`config.mk`:
```
export PLATFORM = sky130hd
export DESIGN_NAME = divide_rv
export DESIGN_NICKNAME = d
export VERILOG_FILES = /design/src/rtl/divide_rv.sv
export SDC_FILE = /design/constraint.sdc
export NUM_CORES = 1
export LEC_CHECK = 0
export CAP_MARGIN = 30
export CORE_ASPECT_RATIO = 0.7
export CORE_UTILIZATION = 55
export CTS_BUF_LIST = sky130_fd_sc_hd__clkbuf_8
export DETAILED_ROUTE_END_ITERATION = 8
export PLACE_DENSITY = 0.76
export SLEW_MARGIN = 5
export SYNTH_ARGS = -nofsm -noshare
export SYNTH_HDL_FRONTEND = slang
export SYNTH_SLANG_ARGS = --single-unit
```
`constraint.sdc`:
```
create_clock -name clk -period 4.11 [get_ports clk]
set_clock_uncertainty 0.15 [all_clocks]
set_input_delay 1.0275 -clock clk [delete_from_list [all_inputs] [get_ports clk]]
set_output_delay 1.0275 -clock clk [all_outputs]
set_load 0.03 [all_outputs]
```
`src/rtl/divide_rv.sv`:
```
// rtl/divide_rv.sv - iterative RV32M divide unit (DIV/DIVU/REM/REMU) with ROB tag and CDB hold
// Restoring divider on operand magnitudes; signs applied in FIX, special cases and early-out bypass the loop.
module divide_rv #(
  parameter int WIDTH          = 32,
  parameter int TAG_W          = 4,
  parameter int BITS_PER_CYCLE = 1
) (
  input  logic             clk,
  input  logic             reset,
  input  logic             flush,
  input  logic             valid_in,
  output logic             ready,
  input  logic [1:0]       op,
  input  logic [WIDTH-1:0] dividend,
  input  logic [WIDTH-1:0] divisor,
  input  logic [TAG_W-1:0] rs_rob_entry,
  output logic             valid_out,
  input  logic             yumi_in,
  output logic [WIDTH-1:0] out_result,
  output logic [TAG_W-1:0] out_rob_entry
);

  localparam int ITERS = WIDTH / BITS_PER_CYCLE;
  localparam int CNT_W = (ITERS > 1) ? $clog2(ITERS) : 1;
  localparam logic [WIDTH-1:0] MIN_VAL = {1'b1, {(WIDTH-1){1'b0}}};

  typedef enum logic [2:0] {
    S_IDLE, S_LOAD, S_ITER, S_FIX, S_SPECIAL, S_EARLY, S_DONE
  } state_e;

  state_e state_q, state_d;

  logic [1:0]       op_q;
  logic [TAG_W-1:0] tag_q;
  logic             a_neg_q, b_neg_q;
  logic [WIDTH-1:0] a_mag_q, b_mag_q, dvd_q;
  logic [WIDTH-1:0] rem_q, quo_q, result_q;
  logic [CNT_W-1:0] cnt_q;

  logic             accept;
  logic             signed_in, a_neg_in, b_neg_in;
  logic             is_zero, is_ovf, is_early;
  logic [WIDTH:0]   t_c;
  logic [WIDTH-1:0] r_c, q_c;
  logic [WIDTH-1:0] quo_fix, rem_fix, fix_result, special_result, early_result;

  assign accept    = valid_in && (state_q == S_IDLE) && !flush;
  assign signed_in = !op[0];
  assign a_neg_in  = signed_in && dividend[WIDTH-1];
  assign b_neg_in  = signed_in && divisor[WIDTH-1];

  // Classification uses the latched magnitudes, so it happens in LOAD
  assign is_zero  = (b_mag_q == '0);
  assign is_ovf   = !op_q[0] && a_neg_q && b_neg_q && (a_mag_q == MIN_VAL) && (b_mag_q == WIDTH'(1));
  assign is_early = (b_mag_q > a_mag_q);

  always_comb begin
    r_c = rem_q;
    q_c = quo_q;
    t_c = '0;
    for (int i = 0; i < BITS_PER_CYCLE; i++) begin
      t_c = {r_c, q_c[WIDTH-1]};
      q_c = {q_c[WIDTH-2:0], 1'b0};
      if (t_c >= {1'b0, b_mag_q}) begin
        r_c    = t_c[WIDTH-1:0] - b_mag_q;
        q_c[0] = 1'b1;
      end else begin
        r_c = t_c[WIDTH-1:0];
      end
    end
  end

  assign quo_fix        = (a_neg_q ^ b_neg_q) ? -quo_q : quo_q;
  assign rem_fix        = a_neg_q ? -rem_q : rem_q;
  assign fix_result     = op_q[1] ? rem_fix : quo_fix;
  assign special_result = is_zero ? (op_q[1] ? dvd_q : '1) : (op_q[1] ? '0 : MIN_VAL);
  assign early_result   = op_q[1] ? dvd_q : '0;

  always_ff @(posedge clk) begin
    if (reset) state_q <= S_IDLE;
    else       state_q <= state_d;
  end

  always_comb begin
    state_d = state_q;
    if (flush) begin
      state_d = S_IDLE;
    end else begin
      case (state_q)
        S_IDLE:    if (accept) state_d = S_LOAD;
        S_LOAD: begin
          if (is_zero || is_ovf) state_d = S_SPECIAL;
          else if (is_early)     state_d = S_EARLY;
          else                   state_d = S_ITER;
        end
        S_ITER:    if (cnt_q == '0) state_d = S_FIX;
        S_FIX,
        S_SPECIAL,
        S_EARLY:   state_d = S_DONE;
        S_DONE:    if (yumi_in) state_d = S_IDLE;
        default:   state_d = S_IDLE;
      endcase
    end
  end

  always_comb begin
    ready         = (state_q == S_IDLE);
    valid_out     = (state_q == S_DONE);
    out_result    = valid_out ? result_q : '0;
    out_rob_entry = valid_out ? tag_q : '0;
  end

  always_ff @(posedge clk) begin
    if (reset) begin
      op_q     <= '0;
      tag_q    <= '0;
      a_neg_q  <= 1'b0;
      b_neg_q  <= 1'b0;
      a_mag_q  <= '0;
      b_mag_q  <= '0;
      dvd_q    <= '0;
      rem_q    <= '0;
      quo_q    <= '0;
      result_q <= '0;
      cnt_q    <= '0;
    end else begin
      case (state_q)
        S_IDLE: begin
          if (accept) begin
            op_q    <= op;
            tag_q   <= rs_rob_entry;
            a_neg_q <= a_neg_in;
            b_neg_q <= b_neg_in;
            a_mag_q <= a_neg_in ? -dividend : dividend;
            b_mag_q <= b_neg_in ? -divisor : divisor;
            dvd_q   <= dividend;
          end
        end
        S_LOAD: begin
          rem_q <= '0;
          quo_q <= a_mag_q;
          cnt_q <= CNT_W'(ITERS - 1);
        end
        S_ITER: begin
          rem_q <= r_c;
          quo_q <= q_c;
          cnt_q <= cnt_q - 1'b1;
        end
        S_FIX:     result_q <= fix_result;
        S_SPECIAL: result_q <= special_result;
        S_EARLY:   result_q <= early_result;
        default:   ;
      endcase
    end
  end

endmodule

```
# Word-level counts from Yosys, hierarchy flattened
# Index checks and enable logic that the tools add are counted.
[classes] n_reduce_logical=21 n_bitwise=1 n_mux=23 eq_ne=11 magnitude_cmp=2 addsub=6
[op_table] op="$mux W32" n=11
[op_table] op="$neg A32 Y32" n=4
[op_table] op="$pmux W32 S2" n=2
[op_table] op="$pmux W32 S3" n=1
[op_table] op="$ge A33 B32 Y1" n=1
[op_table] op="$eq A32 B1 Y1 const B" n=1
[op_table] op="$eq A32 B32 Y1 const B" n=1
[op_table] op="$gt A32 B32 Y1" n=1
[op_table] op="$logic_not A32 Y1" n=1
[op_table] op="$sub A32 B32 Y32" n=1
[op_table] op="$mux W3" n=5
[op_table] op="$pmux W3 S5" n=1
[op_table] op="$pmux W5 S2" n=1
[op_table] op="$eq A3 B3 Y1 const B" n=3
[op_table] op="$logic_and A1 B1 Y1" n=8
[op_table] op="$eq A3 B2 Y1 const B" n=2
[op_table] op="$logic_not A5 Y1" n=1
[op_table] op="$sub A5 B1 Y5 const B" n=1
[op_table] op="$mux W4" n=1
[op_table] op="$ne A2 B1 Y1 const B" n=2
[op_table] op="$eq A3 B1 Y1 const B" n=1
[op_table] op="$logic_not A1 Y1" n=3
[op_table] op="$logic_not A3 Y1" n=1
[op_table] op="$reduce_and A3 Y1" n=1
[op_table] op="other kinds (9)" n=9
[totals] output_inout_bits=38 input_bits=75 ff_bits=208

# Depth between registers and ports, before layout
# Gate-level depths: netlist (run 1).
[logic_depth] word_depth=8 mapped_depth=13

# Worst setup path after synthesis (run 1)
# OpenSTA, ideal clock, no wires.
[synth_path] path_type="input port to flip-flop" startpoint="in divisor[10]" endpoint="reg b_mag_q[29]" arrival_ps=3233 setup_slack_ps=642 setup_time_ps=86 stages=7 path_buffers=0 cell_sequence="or4_1 -> or4_1 -> nor3_1 -> nand4_1 -> o41ai_1 -> xor2_1 -> a211oi_1"
[synth_via] elab_chain_cells=2
[synth_rtl] item="start: declaration" line="15" text="input logic [WIDTH-1:0] divisor,"
[synth_rtl] item="$neg A32 Y32" line="135" text="b_mag_q <= b_neg_in ? -divisor : divisor;"
[synth_rtl] item="$mux W32" line="135"
[synth_rtl] item="end signal: assignment" line="135"
[synth_rtl] item="end: declaration" line="36" text="logic [WIDTH-1:0] a_mag_q, b_mag_q, dvd_q;"
# Every way passes these cells.
# A chain may end at the register's enable or synchronous reset.

# Worst setup path after layout (run 1)
[layout_path] startpoint="reg state_q[1]" endpoint="out out_result[24]"
[layout_via] elab_chain_cells=2
[layout_rtl] item="start: declaration" line="31" text="state_e state_q, state_d;"
[layout_rtl] item="start signal: assignment" line="81" text="else state_q <= state_d;"
[layout_rtl] item="$eq A3 B3 Y1" line="108" text="valid_out = (state_q == S_DONE);"
[layout_rtl] item="$mux W32" line="109" text="out_result = valid_out ? result_q : '0;"
[layout_rtl] item="end: declaration" line="19" text="output logic [WIDTH-1:0] out_result,"
# Every way passes these cells.

==> flow_summary.ini, run 1 <==
[run_status]
status = finished, violations left
failed_checks = DRC

[timing]
fin_setup_tns_ns = 0
slew_viol_final = 0
max_slew_margin_pct = 29.7
period_share_pct = 96.9
timing.fmax_mhz = 251
setup_violations = 0
hold_slack_ns = 0.303
finalHoldViolations = 0
worst_pin_slew_ns = 1.04
period_minus_slack_ns = 3.98
fin_ws_ns = 0.127
rsz0062_at_grt = false

[routing]
wl_um = 46700
drt_pass1_iterations = 8
vias = 14267
first_iter_violations = 1771
drcViolationCount = 16
ant_nets = 0
wl_per_cell_um = 20.5
vias_per_cell = 6.27

[yosys]
async_reset_ff_share_pct = 0
synth.distinct_cells = 75
synthCells = 1857
yosysWarnings = 0
avgSynthCellArea_um2 = 7.52
synth_flop_cell = dfxtp_1
syn_area_um2 = 14000
ys_ff_latch = 207
synth_edf_count = 0
ys_seq_area_share_pct = 29.7
syn-num-nets = 2003

[global_routing]
overflow = 0
grt_start_max_net_pins = 120
grt_pass1_vias = 12237
grt_usage_pct = 35.5
antenna_found_initial = 1
grt_first_pass_wirelength_um = 70700

[final_layout]
fill_cells = 2245
layout.nets = 2077
diodes = 0
finalNonFillerCells = 2277
syn_to_final_growth_pct = 15.1
drive_gt1_share_pct = 6.05
utilization_pct = 64.8
seq_area_um2 = 4140
multi_input_area_um2 = 9050
final_area_um2 = 16100

[clock_tree]
numCtsBuffers = 34
clockBufferDepth = 3
numClockSinks = 207
ctsResizeCount = 0
hold_buffers = 0
cts_root_buf = clkbuf_8
cts.clk_slew.worst_paths_ns = 0.07
postCtsSetupBuffers = 0
cts_tree = yes
clk_latency_ns = 0.58
htree_levels = 2

[critical_path]
critPathRequiredTime_ns = 2.93
cp_data_arrival_time_ns = 2.81
start_kind = register
path_cells = and3_1 > buf_4 > and2_1 > clkdlybuf4s50_1
slowest_delay_ns = 0.66
critPathKind = reg2out
worstPathMaxFanout = 32
critPathSlowestCell = clkdlybuf4s50_1
cp-end-kind = output pin
r2r_setup_slack_ns = 0.42

[power]
total_leakage_power_nw = 6.17
swShare_pct = 35.8
p_comb_share_pct = 27.7
p_per_area_nw_per_um2 = 358
seqPwrFrac_pct = 41.3
power.internal_mw = 3.69
peakVddDrop_uv = 245
p_clk_share_pct = 31.0
power_mw = 5.75
p_switching_mw = 2.06

[floorplanning]
fp.dieW_um = 192
die_h_um = 135
rows = 48
dieArea_um2 = 26000
ios = 113
initial_core_util_pct = 56.3
fp.coreArea_um2 = 24800

[min_path]
min_path_type = reg2reg

[placed_design]
finalWeightedCongestion = 1.00
place_area_um2 = 15400
io_buffers = 112
hpwlAfterDp_um = 35500
placed_cells = 2220
pre_cts_slack_ns = 0.102

[run]
drv_cap = 0
critical path, delay by kind of cell (launching register included):
family                 cells  cell delay [ns]
DFF                        1             0.57
and+or+nand+nor            2             0.65
buffers and inverters      2             1.00
kinds of logic after synthesis:
| group | after synthesis | synth area share [%] |
|---|---|---|
| multiplexers | 29 | 2.08 |
| XOR/XNOR | 142 | 8.90 |
| adder cells (fa/ha/maj) | 71 | 6.41 |
| AND/OR/NAND/NOR | 676 | 22.6 |
| flip-flops | 207 | 29.7 |
| buffers and inverters | 206 | 5.65 |
| AO/OA/AOI/OAI | 526 | 24.7 |
layout by cell type (no fill, tap or decap), drive strengths merged, types with 16 or more instances in the layout:
| cell | Yosys | routed |
|---|---|---|
| nand2 | 258 | 258 |
| dfxtp | 207 | 207 |
| nor2 | 183 | 183 |
| a21oi | 138 | 138 |
| o21ai | 127 | 127 |
| clkdlybuf4s50 | 0 | 111 |
| inv | 86 | 100 |
| xor2 | 78 | 78 |
| ha | 70 | 70 |
| a211oi | 68 | 68 |
| xnor2 | 64 | 64 |
| buf | 12 | 46 |
| and2 | 45 | 45 |
| nor3 | 43 | 43 |
| a311oi | 41 | 41 |
| clkbuf | 107 | 40 |
| nor4 | 30 | 30 |
| mux2i | 29 | 29 |
| a21o | 28 | 28 |
| o31ai | 27 | 27 |
| or3 | 20 | 20 |
| nand4 | 16 | 16 |
Yosys cell counts, types with 9 or more instances:
cell type | n | area share (%)
a21oi_1 | 138 | 4.9
or3_1 | 20 | 0.90
nand4_1 | 16 | 0.72
inv_1 | 86 | 2.3
mux2i_1 | 29 | 2.1
or4_1 | 11 | 0.59
a21o_1 | 28 | 1.5
ha_1 | 70 | 6.3
nand2b_1 | 11 | 0.49
o21ai_0 | 126 | 4.5
nand2_1 | 258 | 6.9
a311oi_1 | 41 | 2.6
and2_1 | 45 | 2.0
nor2b_1 | 13 | 0.58
a221oi_1 | 9 | 0.56
xor2_1 | 78 | 4.9
clkbuf_1 | 107 | 2.9
dfxtp_1 | 207 | 30
o41ai_1 | 15 | 0.94
nor2_1 | 183 | 4.9
nor4_1 | 28 | 1.3
nand3_1 | 15 | 0.54
xnor2_1 | 64 | 4.0
nor3_1 | 42 | 1.5
a211oi_1 | 68 | 3.7
o31ai_1 | 26 | 1.4
layer usage:
layer | share of wire [%] | global-route usage [%] | vias up
met5 | 0 | 0 | -
met4 | 2.2 | 9.49 | 0
met3 | 13 | 9.14 | 80
met2 | 38 | 45.4 | 789
met1 | 47 | 56.6 | 6624
li1 | - | - | 6774
sequential cells by signal, indices dropped and copies added, names as in the netlist:
signal,flops
rem_q,32
dvd_q,31
cnt_q,5
quo_q,32
b_neg_q,1
a_mag_q,32
a_neg_q,1
op_q,2
tag_q,4
state_q,3
result_q,32
b_mag_q,32
area by class of cell:
type                            instances  area share, %
Inverter                               87           2.03
Timing Repair Buffer                  157           9.37
Sequential cell                       207           25.8
Clock inverter                         17          0.553
Multi-Input combinational cell       1444           56.3
Tap cell                              325           2.53
Clock buffer                           40           3.42
power by group through the flow:
stage	Sequential, mW	Clock, mW	Combinational, mW
6_report	2.38	1.78	1.59
5_1_grt	2.38	1.88	1.75
4_1_cts	2.36	1.79	1.56
3_5_place_dp	2.40	0	1.55
3_3_place_gp	2.40	0	1.51
2_1_floorplan	2.29	0	1.13
final timing paths:
kind | startpoint | endpoint | cells past startpoint
min reg2reg | tag_q[2] | tag_q[2] | 2
max reg2reg | b_mag_q[10] | rem_q[5] | 11
min | tag_q[2] | tag_q[2] | 2
max | state_q[1] | out_result[24] | 4
Power figures use the tool's default switching activity.
==> inputs of run 2 (changes only) <==
--- a/config.mk
+++ b/config.mk
@@ -6,7 +6,6 @@
 export NUM_CORES = 1
 export LEC_CHECK = 0
 export CAP_MARGIN = 30
-export CORE_ASPECT_RATIO = 0.7
 export CORE_UTILIZATION = 55
 export CTS_BUF_LIST = sky130_fd_sc_hd__clkbuf_8
 export DETAILED_ROUTE_END_ITERATION = 8
==> run 2 against run 1 <==
Effect of this change: wire length is 5.5% lower; sequential power hardly changed; total power is 1.7% higher; cell count is 0.53% higher; sequential share of layout area is 0.24 points lower; highest routed layer unchanged; the run now ends clean; setup slack better by 0.059 ns; via count is 1.0% lower.
==> flow_summary.ini, run 2 (synthesis results as in run 1) <==
[clock_tree]
postCtsSetupBuffers = 0
cts_root_buf = clkbuf_8
numClockSinks = 207
cts_tree = yes
hold_buffers = 0
clk_latency_ns = 0.56
htree_levels = 2
ctsResizeCount = 0
numCtsBuffers = 37
clockBufferDepth = 3
cts.clk_slew.worst_paths_ns = 0.06

[timing]
period_share_pct = 95.5
setup_violations = 0
period_minus_slack_ns = 3.92
timing.fmax_mhz = 255
fin_setup_tns_ns = 0
worst_pin_slew_ns = 0.884
finalHoldViolations = 0
rsz0062_at_grt = false
max_slew_margin_pct = 40.8
slew_viol_final = 0

[power]
power.internal_mw = 3.83
p_per_area_nw_per_um2 = 360
total_leakage_power_nw = 6.25
p_switching_mw = 2.01
p_clk_share_pct = 32.8
peakVddDrop_uv = 316
p_comb_share_pct = 26.9
seqPwrFrac_pct = 40.3
swShare_pct = 34.4

[final_layout]
final_common_cell = nand2_1
drive_gt1_share_pct = 6.92
fill_cells = 2178
layout.nets = 2089
layout_common_cells = nand2_1, dfxtp_1, nor2_1
diodes = 0
syn_to_final_growth_pct = 16.2
utilization_pct = 65.9

[critical_path]
critPathSlowestCell = clkdlybuf4s50_1
cp_data_arrival_time_ns = 2.75
critPathRequiredTime_ns = 2.93
worstPathMaxFanout = 33
start_kind = register
path_cells = and3_1 > buf_4 > and2_1 > clkdlybuf4s50_1
crit_family = buffers and inverters
cp-end-kind = output pin
worst-path-buf-inv = 2
slowest_delay_ns = 0.67
critPathKind = reg2out

[run]
drv_cap = 0

[global_routing]
overflow = 0
grt_start_max_net_pins = 155
grt_usage_pct = 33.7
grt_first_pass_wirelength_um = 69100
grt_pass1_vias = 12641
antenna_found_initial = 0

[floorplanning]
die_h_um = 161
ios = 113
fp.dieW_um = 161
dieArea_um2 = 26000
initial_core_util_pct = 56.8
fp.coreArea_um2 = 24600
rows = 57

[placed_design]
finalWeightedCongestion = 0.963
io_buffers = 112
hpwlAfterDp_um = 33100

[routing]
vias = 14120
wl_per_cell_um = 19.3
first_iter_violations = 1580
vias_per_cell = 6.17
drt_pass1_iterations = 6
ant_nets = 0
drcViolationCount = 0
wl_um = 44100

[run_status]
status = completed

[min_path]
min_path_type = reg2reg
[run 2: cell types whose count changed in the layout (fill, tap and decap cells not counted), sizes merged]
cell | before | now
clkbuf | 40 | 48
buf | 46 | 54
clkinv | 3 | 4
inv | 100 | 96
[run 2: power by group through the flow]
stage	Sequential [mW]	Clock, mW	Combinational [mW]
floorplan	2.29	0	1.13
global placement	2.38	0	1.49
detailed placement	2.39	0	1.53
CTS	2.34	1.93	1.54
global route	2.36	2.02	1.73
finish	2.35	1.92	1.57
[run 2: per-layer routing]
metal | up-vias | share of wire (%) | GRT usage [%]
met4 | 0 | 4.4 | 15.1
met5 | - | 0 | 0
met2 | 690 | 42 | 50.0
met3 | 111 | 10 | 5.29
met1 | 6503 | 43 | 47.9
li1 | 6816 | - | -
[run 2: path summary, 6_finish.rpt]
path | endpoint | cells after the start | startpoint | slack [ns]
worst max-delay path | out_result[22] | 4 | state_q[2] | 0.19
worst min-delay path | tag_q[1] | 2 | tag_q[1] | 0.30
worst max register to register | rem_q[4] | 11 | b_mag_q[8] | 0.48
worst min register to register | tag_q[1] | 2 | tag_q[1] | 0.30
[run 2: layout make-up]
| type | instances | area [um^2] | share of cell area (%) |
|---|---|---|---|
| Clock inverter | 14 | 70.1 | 0.432 |
| Clock buffer | 47 | 647 | 3.99 |
| Sequential cell | 207 | 4140 | 25.5 |
| Tap cell | 324 | 405 | 2.50 |
| Timing Repair Buffer | 166 | 1580 | 9.73 |
| Inverter | 87 | 327 | 2.01 |
| Multi-Input combinational cell | 1444 | 9050 | 55.8 |
[run 2: through the flow]
stage	power, mW	setup WS, ns	instances	hold slack, ns	cell area (um^2)
finish	5.84	0.186	2289	0.300	16200
global route	6.12	0.0544	2289	0.323	16200
CTS	5.82	0.165	2288	0.301	16200
detailed placement	3.92	0.0760	2227	0.296	15500
global placement	3.87	0.113	2226	0.290	15500
floorplan	3.42	0.642	1857	0.281	14000
[run 2: tightest hold or removal path: cells and delay by family (launching register included)]
kind             cells  cell delay [ns]
flip-flops           1             0.30
AO/OA/AOI/OAI        1             0.05
AND/OR/NAND/NOR      1             0.05
==> inputs of run 3 (changes only) <==
--- a/config.mk
+++ b/config.mk
@@ -10,6 +10,7 @@
 export CTS_BUF_LIST = sky130_fd_sc_hd__clkbuf_8
 export DETAILED_ROUTE_END_ITERATION = 8
 export PLACE_DENSITY = 0.76
+export SETUP_SLACK_MARGIN = 0.4
 export SLEW_MARGIN = 5
 export SYNTH_ARGS = -nofsm -noshare
 export SYNTH_HDL_FRONTEND = slang
==> run 3 against run 2 <==
Effect of this change: first-iteration DRC count decreased by 0.89%; cell count about the same; combinational power about the same; register-to-register slack improved by 0.15 ns; cell area decreased by 0.14%; core utilization decreased by 0.092 points; maximum frequency increased by 11%; critical path depth unchanged; global-route usage about the same; worst hold slack got worse by 0.00064 ns; non-clock buffer count increased by 1; clock-buffer cell count unchanged; largest cell class unchanged; largest power group unchanged; highest routed layer unchanged.
==> flow_summary.ini, run 3 (synthesis results as in run 1) <==
[clock_tree]
cts_tree = yes
clk_latency_ns = 0.55
cts_root_buf = clkbuf_8
numClockSinks = 207
numCtsBuffers = 37
htree_levels = 2
cts.clk_slew.worst_paths_ns = 0.06
hold_buffers = 0
clockBufferDepth = 3

[global_routing]
grt-busiest-layer = met2
antenna_found_initial = 0
grt_first_pass_wirelength_um = 69200
grt_pass1_vias = 12655
grt_usage_pct = 33.7
grt_start_max_net_pins = 155
met2_usage_pct = 50.0
use_met3_pct = 5.29
overflow = 0
met1_usage_pct = 47.9

[power]
p_switching_mw = 2.01
seqPwrFrac_pct = 40.3
p_per_area_nw_per_um2 = 361
p_comb_share_pct = 26.9
total_leakage_power_nw = 6.42
peakVddDrop_uv = 316
p_clk_share_pct = 32.8
swShare_pct = 34.4
power_mw = 5.85
power.internal_mw = 3.83

[critical_path]
path_cells = inv_1 > and3_2 > and2_1 > clkdlybuf4s50_1
critPathRequiredTime_ns = 2.93
crit_family = buffers and inverters
worst-path-buf-inv = 2
r2r_setup_slack_ns = 0.63
critPathSlowestCell = clkdlybuf4s50_1
cp-end-kind = output pin
cp_data_arrival_time_ns = 2.36
slowest_delay_ns = 0.68
start_kind = register
worstPathMaxFanout = 9
critPathKind = reg2out

[placed_design]
placed_cells = 2227
finalWeightedCongestion = 0.963
io_buffers = 112
hpwlAfterDp_um = 33100
place_area_um2 = 15500

[final_layout]
layout_common_cells = nand2_1, dfxtp_1, nor2_1
syn_to_final_growth_pct = 16.0
finalNonFillerCells = 2290
utilization_pct = 65.9
final_area_um2 = 16200
layout.nets = 2090
drive_gt1_share_pct = 7.07
final_common_cell = nand2_1
diodes = 0

[min_path]
min_path_type = reg2reg

[routing]
ant_nets = 0
vias_per_cell = 6.17
drcViolationCount = 0
drt_pass1_iterations = 6
wl_um = 44200
first_iter_violations = 1566
vias = 14137
wl_per_cell_um = 19.3

[timing]
period_minus_slack_ns = 3.54
setup_violations = 0
max_slew_margin_pct = 43.1
fin_setup_tns_ns = 0
rsz0062_at_grt = false
slew_viol_final = 0
finalHoldViolations = 0
timing.fmax_mhz = 283
period_share_pct = 86.1
worst_pin_slew_ns = 0.851

[run]
drv_cap = 0

[floorplanning]
ios = 113
die_h_um = 161
rows = 57
dieArea_um2 = 26000
fp.dieW_um = 161
initial_core_util_pct = 56.8
fp.coreArea_um2 = 24600

[run_status]
status = completed
[run 3: cell types whose count changed in the layout (fill, tap and decap cells not counted)]
cell / change
a31oi_1: -1
buf_6: +1
dlygate4sd2_1: +33
and3_1: -1
and3_2: +1
a31oi_2: +1
clkdlybuf4s50_1: -33
[run 3: area by class of cell]
| type | instances | area (um^2) |
|---|---|---|
| clock buffers | 47 | 647 |
| repair buffers | 167 | 1550 |
| multi-input cells | 1444 | 9060 |
| clock inverters | 14 | 70.1 |
| fillers | 2198 | 8400 |
| inverters | 87 | 327 |
| well taps | 324 | 405 |
| flip-flops and latches | 207 | 4140 |
[run 3: power groups by stage]
stage / combinational [mW] / sequential (mW) / clock, mW
after global routing: 1.74 / 2.36 / 2.02
after CTS: 1.54 / 2.34 / 1.93
after floorplan: 1.13 / 2.29 / 0
after global placement: 1.49 / 2.38 / 0
after detailed placement: 1.53 / 2.39 / 0
final: 1.58 / 2.35 / 1.92
[run 3: worst paths after layout]
kind	start	depth (start not counted)	to
setup / recovery	state_q[0]	4	out_rob_entry[1]
hold reg to reg	tag_q[1]	2	tag_q[1]
setup reg to reg	b_mag_q[9]	11	rem_q[6]
hold / removal	tag_q[1]	2	tag_q[1]
[run 3: routing by layer]
| metal | part of all wire, % | vias to the layer above |
|---|---|---|
| li1 | - | 6818 |
| met1 | 44 | 6536 |
| met2 | 42 | 672 |
| met3 | 9.6 | 111 |
| met4 | 4.4 | 0 |
| met5 | 0 | - |
[run 3: through the flow]
| step | hold WS (ns) | setup WS [ns] |
|---|---|---|
| 4_1_cts | 0.301 | 0.517 |
| 6_report | 0.299 | 0.571 |
| 5_1_grt | 0.323 | 0.408 |
| 3_5_place_dp | 0.296 | 0.0760 |
| 2_1_floorplan | 0.281 | 0.642 |
| 3_3_place_gp | 0.290 | 0.113 |
[run 3: timing repair]
action	in CTS	in global routing
buffers inserted	0	1
setup endpoints to repair	33	22
resized for setup	35	1
pin swaps	0	1
[run 3: tightest hold or removal path, cell delays in order, from the launching register on]
cell and delay, ns:
dfxtp_1 0.30, nand2_1 0.05, a21oi_1 0.05
